**config.mk**
```make
export PLATFORM = sky130hd
export DESIGN_NAME = name_entry_buffer
export DESIGN_NICKNAME = d
export VERILOG_FILES = /design/src/rtl/name_entry_buffer.sv
export SDC_FILE = /design/constraint.sdc
export NUM_CORES = 1
export LEC_CHECK = 0
export ABC_AREA = 1
export CELL_PAD_IN_SITES_DETAIL_PLACEMENT = 0
export CELL_PAD_IN_SITES_GLOBAL_PLACEMENT = 2
export CORE_MARGIN = 1
export CORE_UTILIZATION = 37
export CTS_CLUSTER_SIZE = 16
export DETAILED_ROUTE_END_ITERATION = 16
export PLACE_DENSITY = 0.86
export SLEW_MARGIN = 10
export SYNTH_ARGS = -nofsm -noshare
export SYNTH_HDL_FRONTEND = slang
export SYNTH_SLANG_ARGS = --single-unit
```
**constraint.sdc**
```tcl
create_clock -name Clk -period 3 [get_ports Clk]
set_input_delay 0.45 -clock Clk [delete_from_list [all_inputs] [get_ports Clk]]
set_output_delay 0.45 -clock Clk [all_outputs]
set_load 0.02 [all_outputs]
```
**src/rtl/name_entry_buffer.sv**
```systemverilog
// rtl/name_entry_buffer.sv - player-name entry buffer: HID keycode to ASCII store,
// registered glyph read port, length/cursor tracking and blinking cursor.
module name_entry_buffer #(
  parameter int          ADDR_W       = 3,
  parameter int          BLINK_FRAMES = 30,
  parameter logic [7:0]  BLANK        = 8'h20
) (
  input  logic              Clk,
  input  logic              Reset,
  input  logic              we,
  input  logic [ADDR_W-1:0] addr,
  input  logic [7:0]        key_in,
  input  logic              clear,
  input  logic              frame_tick,
  input  logic [ADDR_W-1:0] rd_addr,
  output logic [7:0]        rd_glyph,
  output logic [ADDR_W:0]   length,
  output logic              full,
  output logic [ADDR_W:0]   cursor_pos,
  output logic              cursor_on
);

  localparam int DEPTH = 2 ** ADDR_W;
  localparam int CNT_W = (BLINK_FRAMES > 1) ? $clog2(BLINK_FRAMES) : 1;
  localparam logic [CNT_W-1:0] CNT_TERM = CNT_W'(BLINK_FRAMES - 1);

  logic [7:0]        slots_q [DEPTH];
  logic [7:0]        rd_glyph_q;
  logic [ADDR_W:0]   length_q;
  logic [CNT_W-1:0]  cnt_q;
  logic              blink_q;

  logic              key_valid;
  logic [7:0]        glyph;
  logic              accept;
  logic [ADDR_W:0]   addr_end;

  always_comb begin
    key_valid = 1'b1;
    glyph     = BLANK;
    if (key_in >= 8'h04 && key_in <= 8'h1D) begin
      glyph = key_in + 8'h3D;
    end else if (key_in >= 8'h1E && key_in <= 8'h26) begin
      glyph = key_in + 8'h13;
    end else if (key_in == 8'h27) begin
      glyph = 8'h30;
    end else if (key_in == 8'h2C) begin
      glyph = 8'h20;
    end else begin
      key_valid = 1'b0;
    end
  end

  assign accept   = we && key_valid;
  assign addr_end = {1'b0, addr} + 1'b1;

  always_ff @(posedge Clk) begin
    if (Reset) begin
      for (int i = 0; i < DEPTH; i++) slots_q[i] <= BLANK;
      length_q <= '0;
      cnt_q    <= '0;
      blink_q  <= 1'b1;
    end else if (clear) begin
      for (int i = 0; i < DEPTH; i++) slots_q[i] <= BLANK;
      length_q <= '0;
      cnt_q    <= '0;
      blink_q  <= 1'b1;
    end else if (accept) begin
      // Typing restarts the blink so the cursor is visible right after a keystroke.
      slots_q[addr] <= glyph;
      if (addr_end > length_q) length_q <= addr_end;
      cnt_q   <= '0;
      blink_q <= 1'b1;
    end else if (frame_tick) begin
      if (cnt_q == CNT_TERM) begin
        cnt_q   <= '0;
        blink_q <= ~blink_q;
      end else begin
        cnt_q <= cnt_q + 1'b1;
      end
    end
  end

  always_ff @(posedge Clk) begin
    if (Reset) rd_glyph_q <= BLANK;
    else       rd_glyph_q <= slots_q[rd_addr];
  end

  assign rd_glyph   = rd_glyph_q;
  assign length     = length_q;
  assign full       = (length_q == (ADDR_W + 1)'(DEPTH));
  assign cursor_pos = length_q;
  assign cursor_on  = blink_q && !full;

endmodule

```
[Word-level counts from Yosys, hierarchy flattened]
Memory sizes are Yosys's and may differ from the RTL's. A register that Yosys moved wholly into a read port is not among the register bits.
Index checks and enable logic that the tools add are counted.
Word-level totals
  memories kept: 1
  output and inout bits: 18
  RAM bits: 64
  flip-flop bits (word level): 10
Memory list
  slots_q: depth 8, width 8, read ports 1, clocked after Yosys merged registers in 1, wr ports 8, RTL line 27  | logic [7:0] slots_q [DEPTH];
Cells by class
  bitwise operators: 9
  muxes and demuxes: 28
  add/sub/neg operators: 4
  eq/ne operators: 4
  magnitude comparators: 5
  reduce and logical (&&, ||, !) cells: 10
Operators with widths (number)
  8-bit two-way mux: 11
  8-bit by 6-bit equality test with 1-bit output, second input constant: 2
  1-bit two-way mux: 14
  5-bit two-way mux: 2
  8-bit by 5-bit adder with 8-bit output, second input constant: 1
  8-bit by 6-bit adder with 8-bit output, second input constant: 1
  8-bit by 3-bit greater-or-equal comparator with 1-bit output, second input constant: 1
  8-bit by 5-bit greater-or-equal comparator with 1-bit output, second input constant: 1
  8-bit by 5-bit <= comparator with 1-bit output, second input constant: 1
  8-bit by 6-bit <= comparator with 1-bit output, second input constant: 1
  1-bit OR: 8
  8-bit OR reduction: 1
  5-bit by 1-bit adder with 5-bit output, second input constant: 1
  5-bit equality test, second input constant: 1
  3-bit by 1-bit adder with 4-bit output, second input constant: 1
  4-bit equality test, second input constant: 1
  4-bit > comparator: 1
  1-bit logical AND: 4
  2-bit AND reduction: 2
  3-bit two-way mux: 1
  3-bit OR reduction: 1
  2-bit OR reduction: 1
  1-bit zero test: 1
  1-bit NOT: 1

[Logic depth before layout (Yosys ltp)]
Gate-level depths: netlist of run 1.
  word-level depth: 12
  depth in mapped cells: 11
  gate-level depth less buffers: 11

[Worst setup path after synthesis of run 1]
OpenSTA, ideal clock, no wires.
  path type: input to register
  start point: in key_in[0]
  end point: mem slots_q[2][0] (enable)
  setup time: 384 ps
  setup slack: 748 ps
  arrival time: 1868 ps
  required time: 2616 ps
  stages: 8
  cell sequence: inv_1 > ha_1 > nor2_1 > nand3_1 > nand2_2 > nand3_4 > nand4_4 > o21ai_0
RTL lines
  from (decl): RTL line 12  | input logic [7:0] key_in,
  to (decl): RTL line 27

==> results.json, run 1 <==
{
  "clock_latency_ps": 340,
  "hold_viol_final": 0,
  "top_layer_used": "met4",
  "diodes": 0,
  "clkSinkCount": 82,
  "leakagePower_nw": 1.96,
  "chipHeight_um": 109,
  "combinational_family_with_the_most_area_after_synthesis": "simple AND/OR/NAND/NOR gates",
  "overall_global_routing_resource_usage_pct": 17.8,
  "synth.avg_cell_area_sq_um": 9.99,
  "cts_buffer_depth": 2,
  "cp_required_ps": 3020,
  "fp.dieArea_sq_um": 11900,
  "final.setup_skew_ps": 7.02,
  "initialDrtViolationCount": 155,
  "cts_tree": "done",
  "report.final.slew_viol_count": 0,
  "min-delay-path-class": "flop to flop",
  "grt_overflow_total": 0,
  "final_area_sq_um": 5070,
  "grt_antenna_before_repair": 0,
  "crit_type": "input pin to flop",
  "r2r_setup_slack_ps": 1370,
  "mostFrequentLayoutCell": "sky130_fd_sc_hd__nor2_1",
  "routed-via-count": 3057,
  "drv_cap": 0,
  "biggest_area_contributors_in_the_synthesized_netlist": "sky130_fd_sc_hd__edfxtp_1 (45%), sky130_fd_sc_hd__dfxtp_1 (8.5%), sky130_fd_sc_hd__nor2_1 (8.0%)",
  "htree_num_levels": 3,
  "clk_pin_slew_ps": 60,
  "wl_met2_um": 4390,
  "first_global_vias": 2966,
  "die_width_um": 109,
  "grt_pass1_wl_um": 15600,
  "clk_root_buffer_cell": "sky130_fd_sc_hd__clkbuf_16",
  "wl_met1_um": 4630,
  "final_cell_count_no_fill": 617,
  "max-vdd-ir-drop_v": 0.000211,
  "grt_setup_unrepaired": "no",
  "crit_path_end_kind": "flop",
  "finalNetCount": 502,
  "achievable-frequency_ghz": 0.410,
  "routed_via_density": 4.95,
  "yosys_warning_count": 0,
  "remaining_drc_errors": 0,
  "yosys.area.top_type": "sky130_fd_sc_hd__edfxtp_1",
  "detailed_place.area_sq_um": 4780,
  "routed_wirelength_um": 9580,
  "synth_top_area_share_pct": 45.1,
  "grt_start_max_net_pins": 33,
  "drt-wirelength-per-cell_um": 15.5,
  "post-place-cells": 601,
  "cells_after_synthesis": 426,
  "cts-buffers-inserted": 9,
  "post_cts_setup_repair_buffer_count": 0,
  "io_buffers": 36,
  "synth.distinct_cells": 35,
  "layout_common_cells": "sky130_fd_sc_hd__nor2_1 (91), sky130_fd_sc_hd__edfxtp_1 (64), sky130_fd_sc_hd__o21ai_0 (41)",
  "share_of_synthesized_cell_area_in_and_or_nand_and_nor_gates_pct": 24.9,
  "finalWeightedCongestion": 0.802,
  "fin_tns_setup_ps": 0,
  "dp_slack_ps": 208,
  "synth-seq-cells": 82,
  "area_delta_synth_final_pct": 19.1,
  "fp-row-count": 38,
  "dr.pass1.iters": 4,
  "final_antenna_net_count": 0,
  "power.total_mw": 2.68,
  "worst_slew_pin_slew_ps": 560,
  "synth.area.mux_share_pct": 0,
  "finalCriticalPeriod_ps": 2440,
  "cts_repair_resize_count": 0,
  "final_min_period_over_clock_period_pct": 81.2,
  "dp_hpwl_um": 7020,
  "synth-edff-count": 64,
  "cts-hold-fix-buffers": 0,
  "power_per_cell_area_nw_per_um2": 529,
  "synthArstFlopShare_pct": 0,
  "starting_utilization_of_the_core_area_pct": 38.6,
  "worst_slew_margin_rel_pct": 62.6,
  "setup.worst_path.start_class": "input pin",
  "core_area_sq_um": 11000,
  "synth.yosys.seq_area_share_pct": 53.6,
  "adder_cell_fraction_of_synth_area_pct": 3.23,
  "finalSetupViolations": 0,
  "result_of_the_run": "completed",
  "setup_slack_ps": 564,
  "cp_max_fo": 9,
  "wl_met3_um": 403,
  "synth_compound_gate_area_share_pct": 9.93,
  "synthFlopType": "sky130_fd_sc_hd__edfxtp_1",
  "boundaryPins": 37,
  "synth.cell_area_sq_um": 4260,
  "final_layout_size_suffix_gt1_share_pct": 17.0,
  "n_fill_cell": 1074,
  "worst-endpoint-arrival_ps": 2450,
  "synth-xor-area-share_pct": 1.85
}
area by class of cell:
type / count / area (sq um) / area share (%)
flip-flops and latches: 82 / 2280 / 45.0
inverters: 37 / 144 / 2.84
multi-input cells: 294 / 1730 / 34.1
well taps: 140 / 175 / 3.45
repair buffers: 48 / 450 / 8.88
clock buffers: 11 / 233 / 4.59
clock inverters: 5 / 56.3 / 1.11
sequential cells by signal, summed over array words and instances (netlist names):
name / cells
cnt_q: 5
slots_q: 64
rd_glyph: 8
cursor_pos: 4
blink_q: 1
worst paths after layout:
kind,from,to,depth (start not counted)
max,key_in[0],slots_q[3][7],11
min,blink_q,blink_q,3
max reg2reg,cursor_pos[3],cursor_pos[3],8
min reg2reg,blink_q,blink_q,3
kinds of logic (layout without fill, tap and decap cells):
group	Yosys count	count (layout)
simple gates	194	194
compound gates	72	72
flops	82	82
fa+ha+maj	11	11
xor+xnor	9	9
buf+inv	57	101
other cells	1	8
power by group:
group	internal, mW	switching, mW	total [mW]
Clock	0.643	0.425	1.07
Combinational	0.109	0.199	0.308
Sequential	1.28	0.0237	1.31
routing by layer:
metal  track usage [%]  up-vias
li1                  -     1538
met1              24.5     1434
met2              27.1       71
met3              3.83       14
met4              6.95        0
met5                 0        -
worst max-delay path: stages:
cell and delay [ps]:
sky130_fd_sc_hd__clkdlybuf4s50_1 570, sky130_fd_sc_hd__inv_1 110, sky130_fd_sc_hd__ha_1 230, sky130_fd_sc_hd__nor2_1 110, sky130_fd_sc_hd__nand3_1 80, sky130_fd_sc_hd__nand2_2 210, sky130_fd_sc_hd__nand3_4 170, sky130_fd_sc_hd__nand3_4 120
sky130_fd_sc_hd__inv_6 80, sky130_fd_sc_hd__nand2_4 90, sky130_fd_sc_hd__nand2_1 220
cells in the mapped netlist (2+ instances only):
| master | count |
|---|---|
| sky130_fd_sc_hd__a221o_1 | 2 |
| sky130_fd_sc_hd__buf_4 | 4 |
| sky130_fd_sc_hd__nand4_1 | 7 |
| sky130_fd_sc_hd__nor2_1 | 91 |
| sky130_fd_sc_hd__edfxtp_1 | 64 |
| sky130_fd_sc_hd__a21oi_4 | 2 |
| sky130_fd_sc_hd__nor2_2 | 5 |
| sky130_fd_sc_hd__inv_2 | 4 |
| sky130_fd_sc_hd__nand2_4 | 5 |
| sky130_fd_sc_hd__nor3_2 | 21 |
| sky130_fd_sc_hd__xnor2_1 | 3 |
| sky130_fd_sc_hd__nand3_2 | 6 |
| sky130_fd_sc_hd__nand3_4 | 2 |
| sky130_fd_sc_hd__nor3_1 | 7 |
| sky130_fd_sc_hd__inv_1 | 32 |
| sky130_fd_sc_hd__nand3_1 | 4 |
| sky130_fd_sc_hd__ha_1 | 11 |
| sky130_fd_sc_hd__nand2_1 | 38 |
| sky130_fd_sc_hd__a21oi_2 | 2 |
| sky130_fd_sc_hd__nand2_2 | 4 |
| sky130_fd_sc_hd__xor2_1 | 6 |
| sky130_fd_sc_hd__o21ai_0 | 41 |
| sky130_fd_sc_hd__nand4_4 | 2 |
| sky130_fd_sc_hd__a21oi_1 | 8 |
| sky130_fd_sc_hd__o22ai_1 | 14 |
| sky130_fd_sc_hd__dfxtp_1 | 18 |
| sky130_fd_sc_hd__buf_6 | 5 |
| sky130_fd_sc_hd__clkbuf_1 | 11 |
stage by stage:
| step | utilization, % | hold slack [ps] |
|---|---|---|
| finish | 46.0 | 530 |
| global route | 46.0 | 568 |
| CTS | 46.0 | 541 |
| detailed placement | 43.4 | 527 |
| global placement | 43.4 | 522 |
| floorplan | - | 497 |
No activity file was read; power rests on OpenSTA's default activity.
==> run 2, diff against run 1 <==
==> constraint.sdc (replaced) <==
create_clock -name Clk -period 2.4 [get_ports Clk]
set_input_delay 0.36 -clock Clk [delete_from_list [all_inputs] [get_ports Clk]]
set_output_delay 0.36 -clock Clk [all_outputs]
set_load 0.02 [all_outputs]
==> results.json, run 2 (same netlist as run 1, synthesis figures left out) <==
{
  "crit_type": "input pin to flop",
  "power_per_cell_area_nw_per_um2": 635,
  "cts_buffer_depth": 2,
  "achievable-frequency_ghz": 0.457,
  "grt_overflow_total": 0,
  "min-delay-path-class": "flop to flop",
  "fp-row-count": 38,
  "first_global_vias": 3155,
  "clkSinkCount": 82,
  "mostFrequentLayoutCell": "sky130_fd_sc_hd__nor2_1",
  "timing.hold.worst.start": "blink_q",
  "flip_flop_count_of_the_largest_register_all_copies_and_words_added": 64,
  "finalNetCount": 535,
  "cts_tree": "done",
  "pwr-share-seq_pct": 47.6,
  "chipHeight_um": 109,
  "critical_path.cell_chain": "clkdlybuf4s50_1, inv_1, ha_1, nor2_1, nand3_1, nand2_2, nand3_4, nand3_4, inv_6, nand2_4, nand2_1",
  "final_antenna_net_count": 0,
  "finalSetupViolations": 0,
  "io_buffers": 36,
  "worstPathBufferInverterCount": 3,
  "cpLargestDelayFamily": "simple AND/OR/NAND/NOR gates",
  "boundaryPins": 37,
  "hold_path_end": "blink_q",
  "htree_num_levels": 3,
  "clk_pin_slew_ps": 60,
  "clkPwrFrac_pct": 39.8,
  "final_min_period_over_clock_period_pct": 91.1,
  "routed_wirelength_um": 9730,
  "max-vdd-ir-drop_v": 0.000374,
  "wl_met2_um": 4630,
  "final_layout_size_suffix_gt1_share_pct": 22.4,
  "clock_latency_ps": 330,
  "crit_path_end_kind": "flop",
  "overall_global_routing_resource_usage_pct": 18.1,
  "remaining_drc_errors": 0,
  "cp_required_ps": 2420,
  "clk_root_buffer_cell": "sky130_fd_sc_hd__clkbuf_16",
  "hold_ws_ps": 535,
  "die_width_um": 109,
  "result_of_the_run": "completed",
  "report.final.slew_viol_count": 0,
  "largest_register": "slots_q",
  "finalCriticalPeriod_ps": 2190,
  "grt_antenna_before_repair": 0,
  "area_delta_synth_final_pct": 26.7,
  "grt_setup_unrepaired": "no",
  "drt-wirelength-per-cell_um": 15.0,
  "r2r_setup_slack_ps": 790,
  "fp.dieArea_sq_um": 11900,
  "cts-hold-fix-buffers": 0,
  "destination_of_the_worst_register_to_register_timing_path": "cursor_pos[3]",
  "final.setup_skew_ps": 7.80,
  "initialDrtViolationCount": 191,
  "worst_path_most_repeated_cell": "sky130_fd_sc_hd__nand3_4",
  "cp_max_fo": 8,
  "dp_hpwl_um": 7010,
  "cts_repair_resize_count": 0,
  "routed-via-count": 3226,
  "crit_path_max_incr_delay_ps": 570,
  "layout_common_cells": "sky130_fd_sc_hd__nor2_1 (91), sky130_fd_sc_hd__edfxtp_1 (64), sky130_fd_sc_hd__o21ai_0 (41)",
  "diodes": 0,
  "cts-buffers-inserted": 9,
  "power.total_mw": 3.42,
  "leakagePower_nw": 2.15,
  "grt_start_max_net_pins": 33,
  "critical_path.reg2reg.startpoint": "cursor_pos[3]",
  "routed_via_density": 4.96,
  "dr.pass1.iters": 4,
  "core_area_sq_um": 11000,
  "finalWeightedCongestion": 0.839,
  "grt_pass1_wl_um": 16000,
  "crit_path_top_delay_cell": "sky130_fd_sc_hd__clkdlybuf4s50_1",
  "wl_met1_um": 4490,
  "power.combinational.fraction_pct": 12.6,
  "ff2ff_path_depth": 8,
  "top_layer_used": "met4",
  "drv_cap": 0,
  "wl_met3_um": 456,
  "worst-endpoint-arrival_ps": 2200,
  "post_cts_setup_repair_buffer_count": 0,
  "starting_utilization_of_the_core_area_pct": 38.6,
  "power_switching_share_pct": 23.9,
  "hold_viol_final": 0,
  "p_int_mw": 2.60,
  "timing.hold.worst_path_depth": 3,
  "setup.worst_path.start_class": "input pin",
  "switchingPower_mw": 0.820
}
==> run 2: cell count changes in the layout (fill, tap and decap cells not counted), sizes merged <==
cell | before | now
buf | 12 | 45
clkbuf | 11 | 13
bufinv | 1 | 0
clkinvlp | 1 | 0
==> run 2: worst register-to-register path, stage by stage (launching register included) <==
cell and delay (ps):
sky130_fd_sc_hd__dfxtp_1 360, sky130_fd_sc_hd__inv_1 90, sky130_fd_sc_hd__ha_1 300, sky130_fd_sc_hd__nand2_1 70
sky130_fd_sc_hd__o21bai_1 150, sky130_fd_sc_hd__a21oi_1 160, sky130_fd_sc_hd__nand3_2 180, sky130_fd_sc_hd__nor2_1 150
sky130_fd_sc_hd__nor2_1 60
==> run 2: final cells by class <==
cell class	instances	area, sq um
sequential	82	2280
multi-input combinational	294	1730
clock buffer	13	283
tap	140	175
fill	1034	5640
timing repair buffer	81	761
inverter	37	144
clock inverter	3	18.8
==> run 2: power groups by stage <==
| stage | clock (mW) | sequential, mW | combinational, mW |
|---|---|---|---|
| final | 1.36 | 1.63 | 0.431 |
| after CTS | 1.39 | 1.63 | 0.438 |
| after global routing | 1.45 | 1.64 | 0.478 |
| after global placement | 0 | 1.66 | 0.432 |
| after floorplan | 0 | 1.66 | 0.229 |
| after detailed placement | 0 | 1.66 | 0.436 |
==> run 2: worst max path at each step <==
stage,start,to,slack (ps),cells after the start
CTS,key_in[0],slots_q[0][0],200,11
detailed placement,key_in[0],slots_q[6][2],-140,11
finish,key_in[0],slots_q[0][6],210,11
global placement,key_in[0],slots_q[7][7],-70,10
global route,key_in[0],slots_q[0][6],40,11
floorplan,key_in[0],slots_q[2][0],240,8
==> run 2: layer usage <==
layer / vias to the layer above / track usage (%)
li1: 1604 / -
met1: 1531 / 24.4
met2: 79 / 29.2
met3: 12 / 3.65
met4: 0 / 6.00
met5: - / 0
==> run 2: stage by stage <==
step	instances	area [sq um]	setup TNS (ps)	utilization, %	worst slack [ps]
after global routing	650	5390	0	48.9	41.3
after CTS	650	5390	0	48.9	199
after detailed placement	634	5090	-7690	46.2	-143
after global placement	634	5090	-1490	46.2	-65.8
after floorplan	433	4280	0	-	238
final	650	5390	0	48.9	213
